`config.mk`:
```
export PLATFORM = sky130hd
export DESIGN_NAME = cic_comp_fir
export DESIGN_NICKNAME = d
export VERILOG_FILES = /design/src/rtl/cic_comp_pkg.sv /design/src/rtl/cic_comp_mac.sv /design/src/rtl/cic_comp_fir.sv
export SDC_FILE = /design/constraint.sdc
export NUM_CORES = 2
export LEC_CHECK = 0
export ABC_AREA = 1
export BUFFER_PORTS_ARGS = -buffer_cell sky130_fd_sc_hd__buf_4
export CORE_MARGIN = 2
export CORE_UTILIZATION = 50
export CTS_CLUSTER_SIZE = 16
export DETAILED_ROUTE_END_ITERATION = 16
export GPL_ROUTABILITY_DRIVEN = 1
export HOLD_SLACK_MARGIN = 0.08
export PLACE_DENSITY = 0.74
export SYNTH_ARGS = -nofsm -noshare
export SYNTH_HDL_FRONTEND = slang
export SYNTH_SLANG_ARGS = --single-unit
export TNS_END_PERCENT = 100
```
`constraint.sdc`:
```
create_clock -name clk -period 34.2 [get_ports clk]
set_input_delay 6.84 -clock clk [delete_from_list [all_inputs] [get_ports clk]]
set_output_delay 6.84 -clock clk [all_outputs]
set_load 0.01 [all_outputs]
```
`src/rtl/cic_comp_pkg.sv`:
```
// Shared definitions for the CIC droop-compensation FIR: default widths,
// MAC FSM states, the symmetric compensation taps and the round/saturate helper.
package cic_comp_pkg;

  localparam int DEF_IN_WIDTH   = 26;
  localparam int DEF_OUT_WIDTH  = 26;
  localparam int DEF_COEF_WIDTH = 16;
  localparam int DEF_NTAPS      = 32;
  localparam int DEF_SHIFT      = 15;
  localparam int RW             = 64;

  typedef enum logic [1:0] {
    IDLE  = 2'd0,
    MAC   = 2'd1,
    ROUND = 2'd2,
    DONE  = 2'd3
  } state_t;

  // Q1.15 inverse-sinc taps for a CIC5/R64 stage, DC gain of one (sum = 32768).
  localparam logic [DEF_NTAPS-1:0][DEF_COEF_WIDTH-1:0] COEFS = {
    -16'sd8,    16'sd14,   16'sd28,   -16'sd22,  -16'sd62,   16'sd26,   16'sd118,  -16'sd14,
    -16'sd206, -16'sd36,   16'sd332,   16'sd146, -16'sd536, -16'sd420,  16'sd960,   16'sd16064,
     16'sd16064, 16'sd960, -16'sd420, -16'sd536,  16'sd146,  16'sd332, -16'sd36,  -16'sd206,
    -16'sd14,   16'sd118,  16'sd26,   -16'sd62,  -16'sd22,   16'sd28,   16'sd14,   -16'sd8
  };

  // Round half up at bit (shift-1), arithmetic shift, then clamp to out_w signed bits.
  function automatic logic signed [RW-1:0] sat_round(
    input logic signed [RW-1:0] acc,
    input int                   shift,
    input int                   out_w
  );
    logic signed [RW-1:0] w_half;
    logic signed [RW-1:0] w_r;
    logic signed [RW-1:0] w_hi;
    logic signed [RW-1:0] w_lo;
    w_half = 64'sd1 <<< (shift - 1);
    w_r    = (acc + w_half) >>> shift;
    w_hi   = (64'sd1 <<< (out_w - 1)) - 64'sd1;
    w_lo   = -(64'sd1 <<< (out_w - 1));
    if (w_r > w_hi) begin
      sat_round = w_hi;
    end else if (w_r < w_lo) begin
      sat_round = w_lo;
    end else begin
      sat_round = w_r;
    end
  endfunction

endpackage

```
`src/rtl/cic_comp_mac.sv`:
```
// Single multiplier-accumulator for the compensation FIR: registered operand
// fetch, full-precision accumulate, and a registered round/saturate stage.
module cic_comp_mac import cic_comp_pkg::*; #(
  parameter int IN_WIDTH   = DEF_IN_WIDTH,
  parameter int COEF_WIDTH = DEF_COEF_WIDTH,
  parameter int OUT_WIDTH  = DEF_OUT_WIDTH,
  parameter int ACC_WIDTH  = DEF_IN_WIDTH + DEF_COEF_WIDTH + $clog2(DEF_NTAPS),
  parameter int SHIFT      = DEF_SHIFT
) (
  input  logic                         clk,
  input  logic                         rst,
  input  logic                         i_rd_en,
  input  logic                         i_first,
  input  logic signed [IN_WIDTH-1:0]   i_sample,
  input  logic signed [COEF_WIDTH-1:0] i_coef,
  input  logic                         i_round_en,
  output logic signed [OUT_WIDTH-1:0]  o_round
);

  localparam int PW = IN_WIDTH + COEF_WIDTH;

  logic signed [IN_WIDTH-1:0]   r_x;
  logic signed [COEF_WIDTH-1:0] r_c;
  logic                         r_vld;
  logic                         r_first;
  logic signed [ACC_WIDTH-1:0]  r_acc;
  logic signed [OUT_WIDTH-1:0]  r_round;
  logic signed [PW-1:0]         w_prod;
  logic signed [ACC_WIDTH-1:0]  w_prod_ext;
  logic signed [RW-1:0]         w_acc_ext;

  assign w_prod     = PW'(r_x) * PW'(r_c);
  assign w_prod_ext = {{(ACC_WIDTH-PW){w_prod[PW-1]}}, w_prod};
  assign w_acc_ext  = {{(RW-ACC_WIDTH){r_acc[ACC_WIDTH-1]}}, r_acc};
  assign o_round    = r_round;

  // Operand pipeline register: buffer word and coefficient for the current tap.
  always_ff @(posedge clk or posedge rst) begin
    if (rst) begin
      r_x     <= '0;
      r_c     <= '0;
      r_vld   <= 1'b0;
      r_first <= 1'b0;
    end else begin
      r_x     <= i_sample;
      r_c     <= i_coef;
      r_vld   <= i_rd_en;
      r_first <= i_first;
    end
  end

  // Accumulator; tap 0 loads so no separate clear cycle is needed.
  always_ff @(posedge clk or posedge rst) begin
    if (rst) begin
      r_acc <= '0;
    end else if (r_vld) begin
      r_acc <= r_first ? w_prod_ext : r_acc + w_prod_ext;
    end
  end

  // Round/saturate result register, loaded once the last product has landed.
  always_ff @(posedge clk or posedge rst) begin
    if (rst) begin
      r_round <= '0;
    end else if (i_round_en) begin
      r_round <= OUT_WIDTH'(sat_round(w_acc_ext, SHIFT, OUT_WIDTH));
    end
  end

endmodule

```
`src/rtl/cic_comp_fir.sv`:
```
// Decimate-by-2 CIC droop-compensation FIR: sample ring buffer, write pointer,
// decimation phase and the MAC sequencing FSM around cic_comp_mac.
module cic_comp_fir import cic_comp_pkg::*; #(
  parameter int IN_WIDTH   = DEF_IN_WIDTH,
  parameter int OUT_WIDTH  = DEF_OUT_WIDTH,
  parameter int COEF_WIDTH = DEF_COEF_WIDTH,
  parameter int NTAPS      = DEF_NTAPS,
  parameter int SHIFT      = DEF_SHIFT,
  parameter int ACC_WIDTH  = IN_WIDTH + COEF_WIDTH + $clog2(NTAPS),
  parameter logic [NTAPS-1:0][COEF_WIDTH-1:0] P_COEFS = COEFS
) (
  input  logic                        clk,
  input  logic                        rst,
  input  logic                        en,
  input  logic                        ce_in,
  input  logic signed [IN_WIDTH-1:0]  din,
  output logic signed [OUT_WIDTH-1:0] dout,
  output logic                        out_valid,
  output logic                        busy,
  output logic                        overrun
);

  localparam int AW = $clog2(NTAPS);
  localparam int CW = 7;
  localparam logic [CW-1:0] CNT_NTAPS = CW'(NTAPS);
  localparam logic [CW-1:0] CNT_RND   = CW'(NTAPS + 1);
  localparam logic [CW-1:0] CNT_LAST  = CW'(NTAPS + 2);

  logic signed [IN_WIDTH-1:0]  r_buf [NTAPS];
  logic [AW-1:0]               r_wp;
  logic [AW-1:0]               r_base;
  logic                        r_phase;
  logic [CW-1:0]               r_cnt;
  state_t                      r_state;
  logic signed [OUT_WIDTH-1:0] r_dout;
  logic                        r_out_valid;
  logic                        r_busy;
  logic                        r_overrun;

  logic                        w_wr;
  logic                        w_trig;
  logic [AW-1:0]               w_k;
  logic [AW-1:0]               w_addr;
  logic                        w_rd_en;
  logic                        w_first;
  logic                        w_round_en;
  logic signed [OUT_WIDTH-1:0] w_round;

  assign w_wr       = en & ce_in;
  assign w_trig     = w_wr & r_phase;
  assign w_k        = r_cnt[AW-1:0];
  assign w_addr     = r_base - w_k;
  assign w_rd_en    = (r_state == MAC) && (r_cnt < CNT_NTAPS);
  assign w_first    = (r_cnt == {CW{1'b0}});
  assign w_round_en = (r_state == ROUND) && (r_cnt == CNT_RND);

  assign dout      = r_dout;
  assign out_valid = r_out_valid;
  assign busy      = r_busy;
  assign overrun   = r_overrun;

  // Sample ring buffer, write pointer and decimation phase; writes run in every state.
  always_ff @(posedge clk or posedge rst) begin
    if (rst) begin
      for (int i = 0; i < NTAPS; i++) begin
        r_buf[i] <= '0;
      end
      r_wp    <= '0;
      r_phase <= 1'b0;
    end else if (w_wr) begin
      r_buf[r_wp] <= din;
      r_wp        <= r_wp + AW'(1'b1);
      r_phase     <= ~r_phase;
    end
  end

  // MAC sequencer: NTAPS reads, one drain cycle, round, then publish in DONE.
  always_ff @(posedge clk or posedge rst) begin
    if (rst) begin
      r_state     <= IDLE;
      r_cnt       <= '0;
      r_base      <= '0;
      r_dout      <= '0;
      r_out_valid <= 1'b0;
      r_busy      <= 1'b0;
      r_overrun   <= 1'b0;
    end else begin
      r_out_valid <= 1'b0;
      if (w_trig && (r_state != IDLE)) begin
        r_overrun <= 1'b1;
      end
      case (r_state)
        IDLE: begin
          if (w_trig) begin
            r_base  <= r_wp;
            r_cnt   <= '0;
            r_state <= MAC;
            r_busy  <= 1'b1;
          end
        end
        MAC: begin
          r_cnt <= r_cnt + CW'(1'b1);
          if (r_cnt == CNT_NTAPS) begin
            r_state <= ROUND;
          end
        end
        ROUND: begin
          r_cnt <= r_cnt + CW'(1'b1);
          if (r_cnt == CNT_LAST) begin
            r_state     <= DONE;
            r_dout      <= w_round;
            r_out_valid <= 1'b1;
          end
        end
        DONE: begin
          r_state <= IDLE;
          r_busy  <= 1'b0;
        end
        default: begin
          r_state <= IDLE;
          r_busy  <= 1'b0;
        end
      endcase
    end
  end

  cic_comp_mac #(
    .IN_WIDTH   (IN_WIDTH),
    .COEF_WIDTH (COEF_WIDTH),
    .OUT_WIDTH  (OUT_WIDTH),
    .ACC_WIDTH  (ACC_WIDTH),
    .SHIFT      (SHIFT)
  ) u_mac (
    .clk        (clk),
    .rst        (rst),
    .i_rd_en    (w_rd_en),
    .i_first    (w_first),
    .i_sample   (r_buf[w_addr]),
    .i_coef     ($signed(P_COEFS[w_k])),
    .i_round_en (w_round_en),
    .o_round    (w_round)
  );

endmodule

```
# Yosys cells after proc, flatten, opt, wreduce, memory -nomap -nowiden
# Memory sizes are Yosys's and may differ from the RTL's. A register that Yosys moved wholly into a read port is not among the register bits.
# Cells that the tools add are included.
[op_classes]
addsub = 5
mul = 1
magnitude_cmp = 6
eq_ne = 9
muxes = 19
n_bitwise = 5
reduce_logical = 15
[op_table]
columns = ["op", "n"]
rows = [
  ["bitwise mux 832 bit", 1],
  ["binary-select mux 26 bit (select 5 bit)", 1],
  ["demux 26 bit (select 5 bit)", 1],
  ["2-to-1 mux 26 bit", 5],
  ["adder 47 x 16 -> 48 bit (second input constant)", 1],
  ["adder 47 x 42 -> 47 bit", 1],
  ["2-to-1 mux 47 bit", 1],
  ["multiplier 26 x 16 -> 42 bit", 1],
  ["> comparator 33 x 26 -> 1 bit (second input constant)", 1],
  ["less-than comparator 33 x 26 -> 1 bit (second input constant)", 1],
  ["== test 7 x 6 -> 1 bit (second input constant)", 3],
  ["one-hot mux 7 bit (2 select lines)", 1],
  ["greater-or-equal comparator 6 bit (second input constant)", 2],
  ["inverter 5 -> 6 bit", 2],
  ["one-hot mux 2 bit (4 select lines)", 1],
  ["AND reduction 2 bit", 4],
  ["adder 7 x 1 -> 7 bit (second input constant)", 1],
  ["zero test 7 bit", 1],
  ["less-than comparator 7 x 6 -> 1 bit (second input constant)", 1],
  ["2-to-1 mux 7 bit", 1],
  ["less-than comparator 6 x 1 -> 1 bit (second input constant)", 1],
  ["2-to-1 mux 2 bit", 3],
  ["nonzero test 2 bit", 3],
  ["adder 5 x 1 -> 5 bit (second input constant)", 1],
  ["13 further kinds", 21],
]
[totals]
ff_bits = 982
romBits = 512
in_bits = 30
output_inout_bits = 29
elab_cells = 107
mem_count = 1
[memory_table]
columns = ["memory", "depth", "width", "rd", "rd_ports_with_merged_regs", "wr", "line", "source"]
rows = [
  ["(no name shown)", 32, 16, 1, 1, 0, "cic_comp_fir.sv:139", ".i_coef ($signed(P_COEFS[w_k])),"],
]

# Longest topological paths before layout
[depth]
word_depth = 6
depth_mapped = 44
ltp_nobuf = 42

# Modules after synthesis
# A second synthesis with hierarchy kept.
[hier_totals]
hier_cells = 9389
area_unflattened_um2 = 68122.8
[modules_own_cells]
columns = ["mod", "n_inst", "cells_each", "area_each_um2", "seq_area_each_um2"]
rows = [
  ["cic_comp_fir", 1, 5735, 42887.4, 22046.1],
  ["cic_comp_mac", 1, 3654, 25235.5, 2927.8],
]

# Worst setup path after synthesis
# No wires, ideal clock.
[synth_path]
kind = "in2reg"
startpoint = "input en"
endpoint = "register r_buf[208] (netlist name)"
setup_time_ns = 0.133
arrival_time_ns = 8.062
required_time_ns = 34.067
slack_ns = 26.005
path_stages = 7
path_buffers = 2
path_cell_list = "nand2_1 > inv_1 > clkbuf_1 > nand2_1 > nor2_1 > clkbuf_1 > a21oi_1"
[synth_between]
elab_chain_cells = 1
[synth_rtl]
columns = ["item", "line", "source"]
rows = [
  ["start: declaration", "cic_comp_fir.sv:14", "input logic en,"],
  ["bitwise AND 1 bit", "cic_comp_fir.sv:49", "assign w_wr = en & ce_in;"],
  ["end signal: indexed assignment", "cic_comp_fir.sv:71", "r_buf[r_wp] <= din;"],
  ["end: declaration", "cic_comp_fir.sv:29", "logic signed [IN_WIDTH-1:0] r_buf [NTAPS];"],
]
# Every way passes these cells.
# A chain may end at the register's enable or synchronous reset.

==> metrics.yaml <==
fin_crit_ns: 10.16
yosysUniqueCellTypes: 49
cp-start-kind: "input pin"
grt_pass1_wl_mm: 289
fmax_mhz: 98.4
maxSlewViolCount: 0
clock_latency_ns: 0.78
place_area_sq_um: 63600
yosys.area.top_type_share_pct: 39.8
synth.net_count: 8451
cts-htree-levels: 3
dr.pass1.iters: 6
synth_top_family_by_area: "simple AND/OR/NAND/NOR gates"
clock_sinks: 992
dieWidth_microns: 357
synth.avg_cell_area_sq_um: 7.91
whs_ns: 0.477
wirelength_mm: 180
core_sq_um: 124000
arrival_ns: 10.86
gp_congestion: 0.969
cts_buffer_depth: 3
nets: 8171
drc: 0
synthFlopType: "dfrtp_1"
die_h_microns: 357
reg2reg_slack_ns: 25.45
grtUsageTotal_pct: 28.5
cp.required_ns: 34.90
crit_type: "input pin to async pin"
dp_hpwl_mm: 116
synth_xor_area_share_pct: 0.925
cp_max_fo: 77
ios: 59
r2r-start: "u_mac.r_c[13]$_DFF_PP0_"
synth_simple_gate_area_share_pct: 19.2
min_to: "dout[3]$_DFFE_PP0P_"
clk_pin_slew_ns: 0.06
ys_seq_elements: 992
synth_compound_area_share_pct: 16.3
synth_edf_count: 0
netlist_area_sq_um: 62300
design_area_sq_um: 67300
status: "finished clean"
final_cell_mix: "nand2_1 (1896), o21ai_0 (1362), dfrtp_1 (992), inv_1 (879), nor2_1 (779)"
reg2regPathDepth: 31
cts_tree: "done"
pre_cts_ws_ns: 23.09
synth_area_leaders: "dfrtp_1 (40%), fa_1 (12%), nand2_1 (12%), o21ai_0 (11%), inv_1 (5.3%)"
synth_top_area_cell: "dfrtp_1"
cts-hold-fix-buffers: 0
final_common_cell: "nand2_1"
synth_warnings: 0
finClkSkew_ns: 0.0857
crit_path_end_kind: "async pin"
postCtsSetupBuffers: 0
min_path_type: "flop to flop"
areaGrowthSynthToFinish_pct: 7.91
synth-async-reset-ratio_pct: 100
hp-start: "dout[3]$_DFFE_PP0P_"
grt_setup_unrepaired: "no"
start_util_pct: 50.4
synth_mux_area_share_pct: 0.0161
grt_max_degree: 179
overflow: 0
layout_setup_ws_ns: 24.04
finalSetupViolations: 0
drtIter0Drc: 5634
tightestPinTransition_ns: 1.31
post_drt_wl_per_cell_microns: 19.3
vias_per_cell: 5.73
timing.rr.end: "u_mac.r_acc[28]$_DFFE_PP0P_"
num_rows: 129
cts-resized-gates: 0
seq_area_frac_synth_pct: 39.8
fin_crit_sh_pct: 29.7
drv_cap: 0
hold_viol_final: 0
antenna_found_initial: 1
numCtsBuffers: 106
synthAdderAreaFrac_pct: 15.2
io_buffers: 58
hold_depth: 2
grt_pass1_vias: 53082
drive_above_1_share_pct: 5.17
tns_ns: 0
ant_nets: 0
route.vias.total: 53502
clock-root-buffer: "clkbuf_16"
netlist_instances: 7882
diodes: 0
slew_headroom_pct: 12.1
die_area_sq_um: 128000
## worst max-delay path, cell delays in order
cell and delay, ns:
buf_4 0.13, clkinvlp_4 0.45, buf_4 0.74, buf_4 0.81
buf_4 0.87, buf_4 0.88
## synthesized netlist by cell type, drive strengths merged, types with 3 or more instances
| cell | number |
|---|---|
| o221ai | 182 |
| nand3 | 211 |
| nor4 | 3 |
| nand3b | 3 |
| ha | 176 |
| inv | 890 |
| xnor2 | 27 |
| dfrtp | 992 |
| and2 | 6 |
| nor3b | 3 |
| o21bai | 16 |
| a21o | 4 |
| nor3 | 30 |
| xor2 | 38 |
| nand2 | 1930 |
| fa | 363 |
| o21ai | 1362 |
| a31oi | 35 |
| clkbuf | 467 |
| a21oi | 236 |
| o22ai | 3 |
| and3 | 4 |
| nor2 | 796 |
| o211ai | 7 |
| buf | 43 |
| nand4 | 33 |
| or2 | 13 |
## kinds of logic after synthesis
logic type                 Yosys count
muxes                                1
and+or+nand+nor                   3032
DFF                                992
xor gates and xnor gates            65
adders and majority gates          539
buffers and inverters             1401
AOI/OAI and AO/OA                 1852
## layout make-up
class | instances | area, sq um
Clock buffer | 155 | 3080
Clock inverter | 44 | 638
Timing Repair Buffer | 122 | 966
Tap cell | 1637 | 2050
Inverter | 891 | 3360
Sequential cell | 992 | 24800
Multi-Input combinational cell | 5489 | 32400
Fill cell | 11353 | 56400
## sequential cells by signal, summed over array words and instances (netlist names), 2 cells and up
register	cells
u_mac.r_x	26
dout	26
u_mac.r_c	11
r_buf	832
r_cnt	7
r_wp	5
r_state	2
u_mac.r_acc	46
r_base	5
u_mac.o_round	26
## metal layers
| layer | vias to the layer above | global-route usage (%) | wire [microns] |
|---|---|---|---|
| li1 | 24683 | - | - |
| met1 | 26203 | 38.0 | 75400 |
| met2 | 2191 | 46.4 | 83100 |
| met3 | 423 | 4.97 | 13900 |
| met4 | 2 | 11.7 | 7350 |
| met5 | - | 0 | 13 |
## metrics by stage
stage | cells | utilization, %
5_1_grt | 9330 | 54.4
2_1_floorplan | 7882 | -
4_1_cts | 9330 | 54.4
3_5_place_dp | 9131 | 51.4
3_3_place_gp | 9131 | 51.4
6_report | 9330 | 54.4
## worst max path at each step
stage,to,depth (start not counted),slack (ns),startpoint
finish,r_buf[4]$_DFFE_PP0P_,6,24.04,rst
detailed placement,r_buf[211]$_DFFE_PP0P_,6,23.09,rst
global route,r_buf[30]$_DFFE_PP0P_,6,23.35,rst
CTS,r_buf[30]$_DFFE_PP0P_,6,23.85,rst
global placement,r_buf[211]$_DFFE_PP0P_,6,23.15,rst
floorplan,busy$_DFFE_PP0P_,1,13.69,rst
Power is not shown: default switching activity piles up to over one toggle a cycle in this logic, so the estimate is an artifact.
